$ cat src/rtl/imem_loader.sv
// Boot-time instruction memory loader: streams a length-prefixed image into IMEM.
// Define LOADER_CHECKSUM_EN to require a trailing mod-256 checksum byte.
module imem_loader #(
    parameter int ADDR_WIDTH = 10
) (
    input  logic                  clk,
    input  logic                  reset,
    input  logic [7:0]            in_data,
    input  logic                  in_valid,
    output logic                  in_ready,
    output logic                  mem_we,
    output logic [ADDR_WIDTH-1:0] mem_addr,
    output logic [7:0]            mem_wdata,
    output logic                  cpu_hold,
    output logic                  done,
    output logic                  error
);

    localparam int IW = ADDR_WIDTH + 1;
    localparam logic [16:0] DEPTH = 17'(1) << ADDR_WIDTH;

    typedef enum logic [2:0] {
        IDLE,
        LEN_HI,
        LEN_LO,
        DATA,
        CSUM,
        DONE,
        ERR
    } state_t;

    state_t state, nxt;

    logic [7:0]    len_hi;
    logic [15:0]   len;
    logic [IW-1:0] idx;
    logic          fire;
    logic          last;
    logic [15:0]   len_full;

`ifdef LOADER_CHECKSUM_EN
    logic [7:0] sum;
`endif

    assign fire     = in_valid & in_ready;
    assign len_full = {len_hi, in_data};
    // idx is one bit wider than the address so a full-depth image ends cleanly
    assign last     = (32'(idx) + 32'd1) == 32'(len);

    always_ff @(posedge clk) begin
        if (reset) begin
            state <= IDLE;
        end else begin
            state <= nxt;
        end
    end

    always_comb begin
        nxt = state;
        unique case (state)
            IDLE: nxt = LEN_HI;
            LEN_HI: begin
                if (fire) nxt = LEN_LO;
            end
            LEN_LO: begin
                if (fire) begin
                    if (len_full == 16'd0) begin
`ifdef LOADER_CHECKSUM_EN
                        nxt = CSUM;
`else
                        nxt = DONE;
`endif
                    end else if ({1'b0, len_full} > DEPTH) begin
                        nxt = ERR;
                    end else begin
                        nxt = DATA;
                    end
                end
            end
            DATA: begin
                if (fire && last) begin
`ifdef LOADER_CHECKSUM_EN
                    nxt = CSUM;
`else
                    nxt = DONE;
`endif
                end
            end
`ifdef LOADER_CHECKSUM_EN
            CSUM: begin
                if (fire) nxt = (in_data == sum) ? DONE : ERR;
            end
`endif
            DONE: nxt = DONE;
            ERR: nxt = ERR;
            default: nxt = ERR;
        endcase
    end

    always_ff @(posedge clk) begin
        if (reset) begin
            len_hi <= '0;
            len    <= '0;
            idx    <= '0;
        end else if (fire) begin
            if (state == LEN_HI) len_hi <= in_data;
            if (state == LEN_LO) len <= len_full;
            if (state == DATA) idx <= idx + 1'b1;
        end
    end

`ifdef LOADER_CHECKSUM_EN
    always_ff @(posedge clk) begin
        if (reset) begin
            sum <= '0;
        end else if (fire && state == DATA) begin
            sum <= sum + in_data;
        end
    end
`endif

    always_comb begin
        in_ready  = 1'b0;
        mem_we    = 1'b0;
        mem_addr  = '0;
        mem_wdata = '0;
        cpu_hold  = 1'b1;
        done      = 1'b0;
        error     = 1'b0;
        unique case (state)
            LEN_HI, LEN_LO: in_ready = 1'b1;
            DATA: begin
                in_ready  = 1'b1;
                mem_we    = in_valid;
                mem_addr  = idx[ADDR_WIDTH-1:0];
                mem_wdata = in_valid ? in_data : 8'h00;
            end
            CSUM: begin
`ifdef LOADER_CHECKSUM_EN
                in_ready = 1'b1;
`endif
            end
            DONE: begin
                cpu_hold = 1'b0;
                done     = 1'b1;
            end
            ERR: error = 1'b1;
            default: ;
        endcase
    end

endmodule

$ cat config.mk
export PLATFORM = sky130hd
export DESIGN_NAME = imem_loader
export DESIGN_NICKNAME = d
export VERILOG_FILES = /design/src/rtl/imem_loader.sv
export SDC_FILE = /design/constraint.sdc
export NUM_CORES = 1
export LEC_CHECK = 0
export ABC_AREA = 0
export CORE_UTILIZATION = 45
export CTS_BUF_LIST = sky130_fd_sc_hd__clkbuf_4 sky130_fd_sc_hd__clkbuf_8
export CTS_CLUSTER_SIZE = 8
export DETAILED_ROUTE_END_ITERATION = 7
export GPL_TIMING_DRIVEN = 0
export HOLD_SLACK_MARGIN = 0.03
export PLACE_DENSITY = 0.69
export SLEW_MARGIN = 20
export SYNTH_ARGS = -nofsm -noshare
export SYNTH_HDL_FRONTEND = slang
export SYNTH_SLANG_ARGS = --single-unit
$ cat constraint.sdc
create_clock -name clk -period 4.24 [get_ports clk]
set_input_delay 0.848 -clock clk [delete_from_list [all_inputs] [get_ports clk]]
set_output_delay 0.848 -clock clk [all_outputs]
set_load 0.05 [all_outputs]
==> out/metrics.cfg <==
[flow_run]
drv_cap = 0

[route]
ant_nets = 0
wire_per_inst_um = 13.48
drtIter0Drc = 159
vias = 1865
viasPerCell = 5.283
first_pass_iters = 4
routed_wl_um = 4758
drc = 0

[sta]
period_minus_slack_ns = 3.663
worst_slack_ns = 0.5773
fmax_mhz = 273.0
fin_worst_skew_ns = 0.007921
maxSlewHeadroom_pct = 40.96
slew_viol_final = 0
setup_tns_ns = 0
tightest_slew_ns = 0.8824
finalCritPeriodShare_pct = 86.38
hold_viol = 0
setup_viol = 0
rsz0062_at_grt = false

[cts]
numCtsBuffers = 5
cts_max_path_buffers = 2
cts_root_buf = clkbuf_8
cts_tree = done
path_clk_slew_ns = 0.08
clk_latency_ns = 0.30
cts_resized = 0
htree_levels = 2
cts_setup_buffers = 0
clock-sinks = 38
ctsHoldBuffers = 0

[worst_setup_path]
worstPathCellList = clkdlybuf4s50_1, clkbuf_1, and3_1, clkdlybuf4s50_1
cpMostUsedCell = clkdlybuf4s50_1
required_ns = 3.39
crit_buf_inv = 3
critPathKind = input pin to output pin
arrival_ns = 2.81
start_kind = input pin
critPathTopFamily = buffers and inverters
cp-end-kind = output pin
slowest_delay_ns = 0.80
path_max_fanout = 10
cpMaxStageDelayCell = clkdlybuf4s50_1

[place]
pre_cts_slack_ns = 0.5928
dp_hpwl_um = 3547
portBuffers = 33
place.gp.congestion = 0.8899

[global_routing]
overflow = 0
first_global_vias = 1697
grt_util_all_layers_pct = 20.98
grt_max_degree = 13
antenna_found_initial = 0
grt_pass1_wl_um = 8010

[final_layout]
nets = 312
diodes = 0
drive_gt1_share_pct = 4.651
fill_cells = 424
area_growth_pct = 26.38

[run_status]
outcome = completed

[synthesis]
synthFlopType = dfxtp_1
synth_cell_types = 40
postSynthNetCount = 272
syn_area_mm2 = 0.002039
synth-edff-count = 0
synthTopCellsByArea = dfxtp_1 37%, nand2_1 8.8%, xnor2_1 6.9%, a21oi_1 5.9%, nor2_1 5.7%
ys_warn_count = 0
synth_largest_area_cell = dfxtp_1
synth-seq-cells = 38
synth_top_area_share_pct = 37.30
synthCells = 260
async_reset_ff_share_pct = 0
syn-mean-instance-area_um2 = 7.844
seq_area_frac_synth_pct = 37.30

[die]
row_count = 24
die_w_um = 69.32
initial_core_util_pct = 46.84
die-area_mm2 = 0.004805
coreArea_mm2 = 0.004354
pin_count = 34
die_h_um = 69.32

[power]
p_leak_nw = 0.9234
power.total_w = 0.001221
peakVddDrop_v = 0.0002544
power_density_mw_per_mm2 = 473.6

[min_path]
min-delay-path-class = flip-flop to flip-flop

-- cells by family (layout without fill, tap and decap cells) --
logic type,Yosys count,in the layout,share of synthesized area (%)
xor gates and xnor gates,23,23,9.877
AOI/OAI and AO/OA,41,41,12.03
buffers and inverters,18,59,3.373
adders and majority gates,1,1,0.6134
and+or+nand+nor,129,129,31.90
DFF,38,38,37.30
muxes,10,10,4.908
-- metal layers --
| layer | vias up | GRT usage (%) | share of wire, % |
|---|---|---|---|
| met5 | - | 0 | 0 |
| met4 | 0 | 6.803 | 1.6 |
| met3 | 8 | 5.669 | 5.4 |
| met2 | 57 | 31.61 | 44 |
| met1 | 830 | 29.00 | 49 |
| li1 | 970 | - | - |
-- area by class of cell --
type / count / area [µm²] / share of cell area [%]
timing repair buffer: 33 / 330.3 / 12.82
tap: 52 / 65.06 / 2.524
buffer: 13 / 50.05 / 1.942
multi-input combinational: 204 / 1210 / 46.94
clock buffer: 6 / 82.58 / 3.204
sequential: 38 / 760.7 / 29.51
inverter: 5 / 18.77 / 0.7282
clock inverter: 2 / 60.06 / 2.330
-- registers in the layout, indices dropped and copies added, names as in the netlist --
name / cells
idx: 11
state: 3
len: 16
len_hi: 8
-- worst paths after layout --
check	from	to	slack [ns]	cells past startpoint
setup / recovery	in_valid	mem_wdata[4]	0.58	4
setup reg to reg	idx[0]$_SDFFE_PP0P_	state[2]$_SDFFE_PP0P_	1.92	7
hold reg to reg	len[12]$_SDFFE_PP0P_	len[12]$_SDFFE_PP0P_	0.46	2
hold / removal	len[12]$_SDFFE_PP0P_	len[12]$_SDFFE_PP0P_	0.46	2
-- stage by stage --
step / instances / hold slack [ns] / util [%] / instance area (µm²)
after CTS: 353 / 0.4610 / 59.20 / 2577
final: 353 / 0.4626 / 59.20 / 2577
after global routing: 353 / 0.4807 / 59.20 / 2577
after floorplan: 260 / 0.4360 / - / 2039
after global placement: 345 / 0.4477 / 55.92 / 2435
after detailed placement: 345 / 0.4502 / 55.92 / 2435
-- layout by cell type, fill, tap and decap left out, types with 6 or more instances in the layout --
| master | instances |
|---|---|
| o21ai_0 | 6 |
| mux2i_1 | 10 |
| a21oi_1 | 24 |
| xor2_1 | 7 |
| and3_1 | 10 |
| clkbuf_1 | 12 |
| clkdlybuf4s50_1 | 33 |
| dfxtp_1 | 38 |
| nor2_1 | 31 |
| and2_1 | 10 |
| xnor2_1 | 16 |
| nand2_1 | 48 |
| clkbuf_8 | 6 |
-- power breakdown --
| part | switching (W) | internal (W) | total, W |
|---|---|---|---|
| Clock | 0.000136 | 0.000251 | 0.000387 |
| Combinational | 0.000266 | 0.000146 | 0.000412 |
| Sequential | 0.0000285 | 0.000394 | 0.000422 |
-- tightest hold or removal path, delay by kind of cell (launching register included) --
| family | cells | cell delay [ns] |
|---|---|---|
| compound gates | 1 | 0.05 |
| flops | 1 | 0.32 |
| simple gates | 1 | 0.05 |
-- synth_stat cells, types with 2 or more instances --
library cell	n
a21oi_1	24
nand4b_1	2
xnor2_1	16
o21ai_0	6
clkbuf_1	12
nand3_1	4
nor2_1	31
xor2_1	7
nand2_1	48
or3_1	3
and3_1	10
nand2b_1	2
nor4_1	4
and2_1	10
nor3_1	5
mux2i_1	10
dfxtp_1	38
inv_1	4
nand4_1	3
No activity file was read; power rests on OpenSTA's default activity.
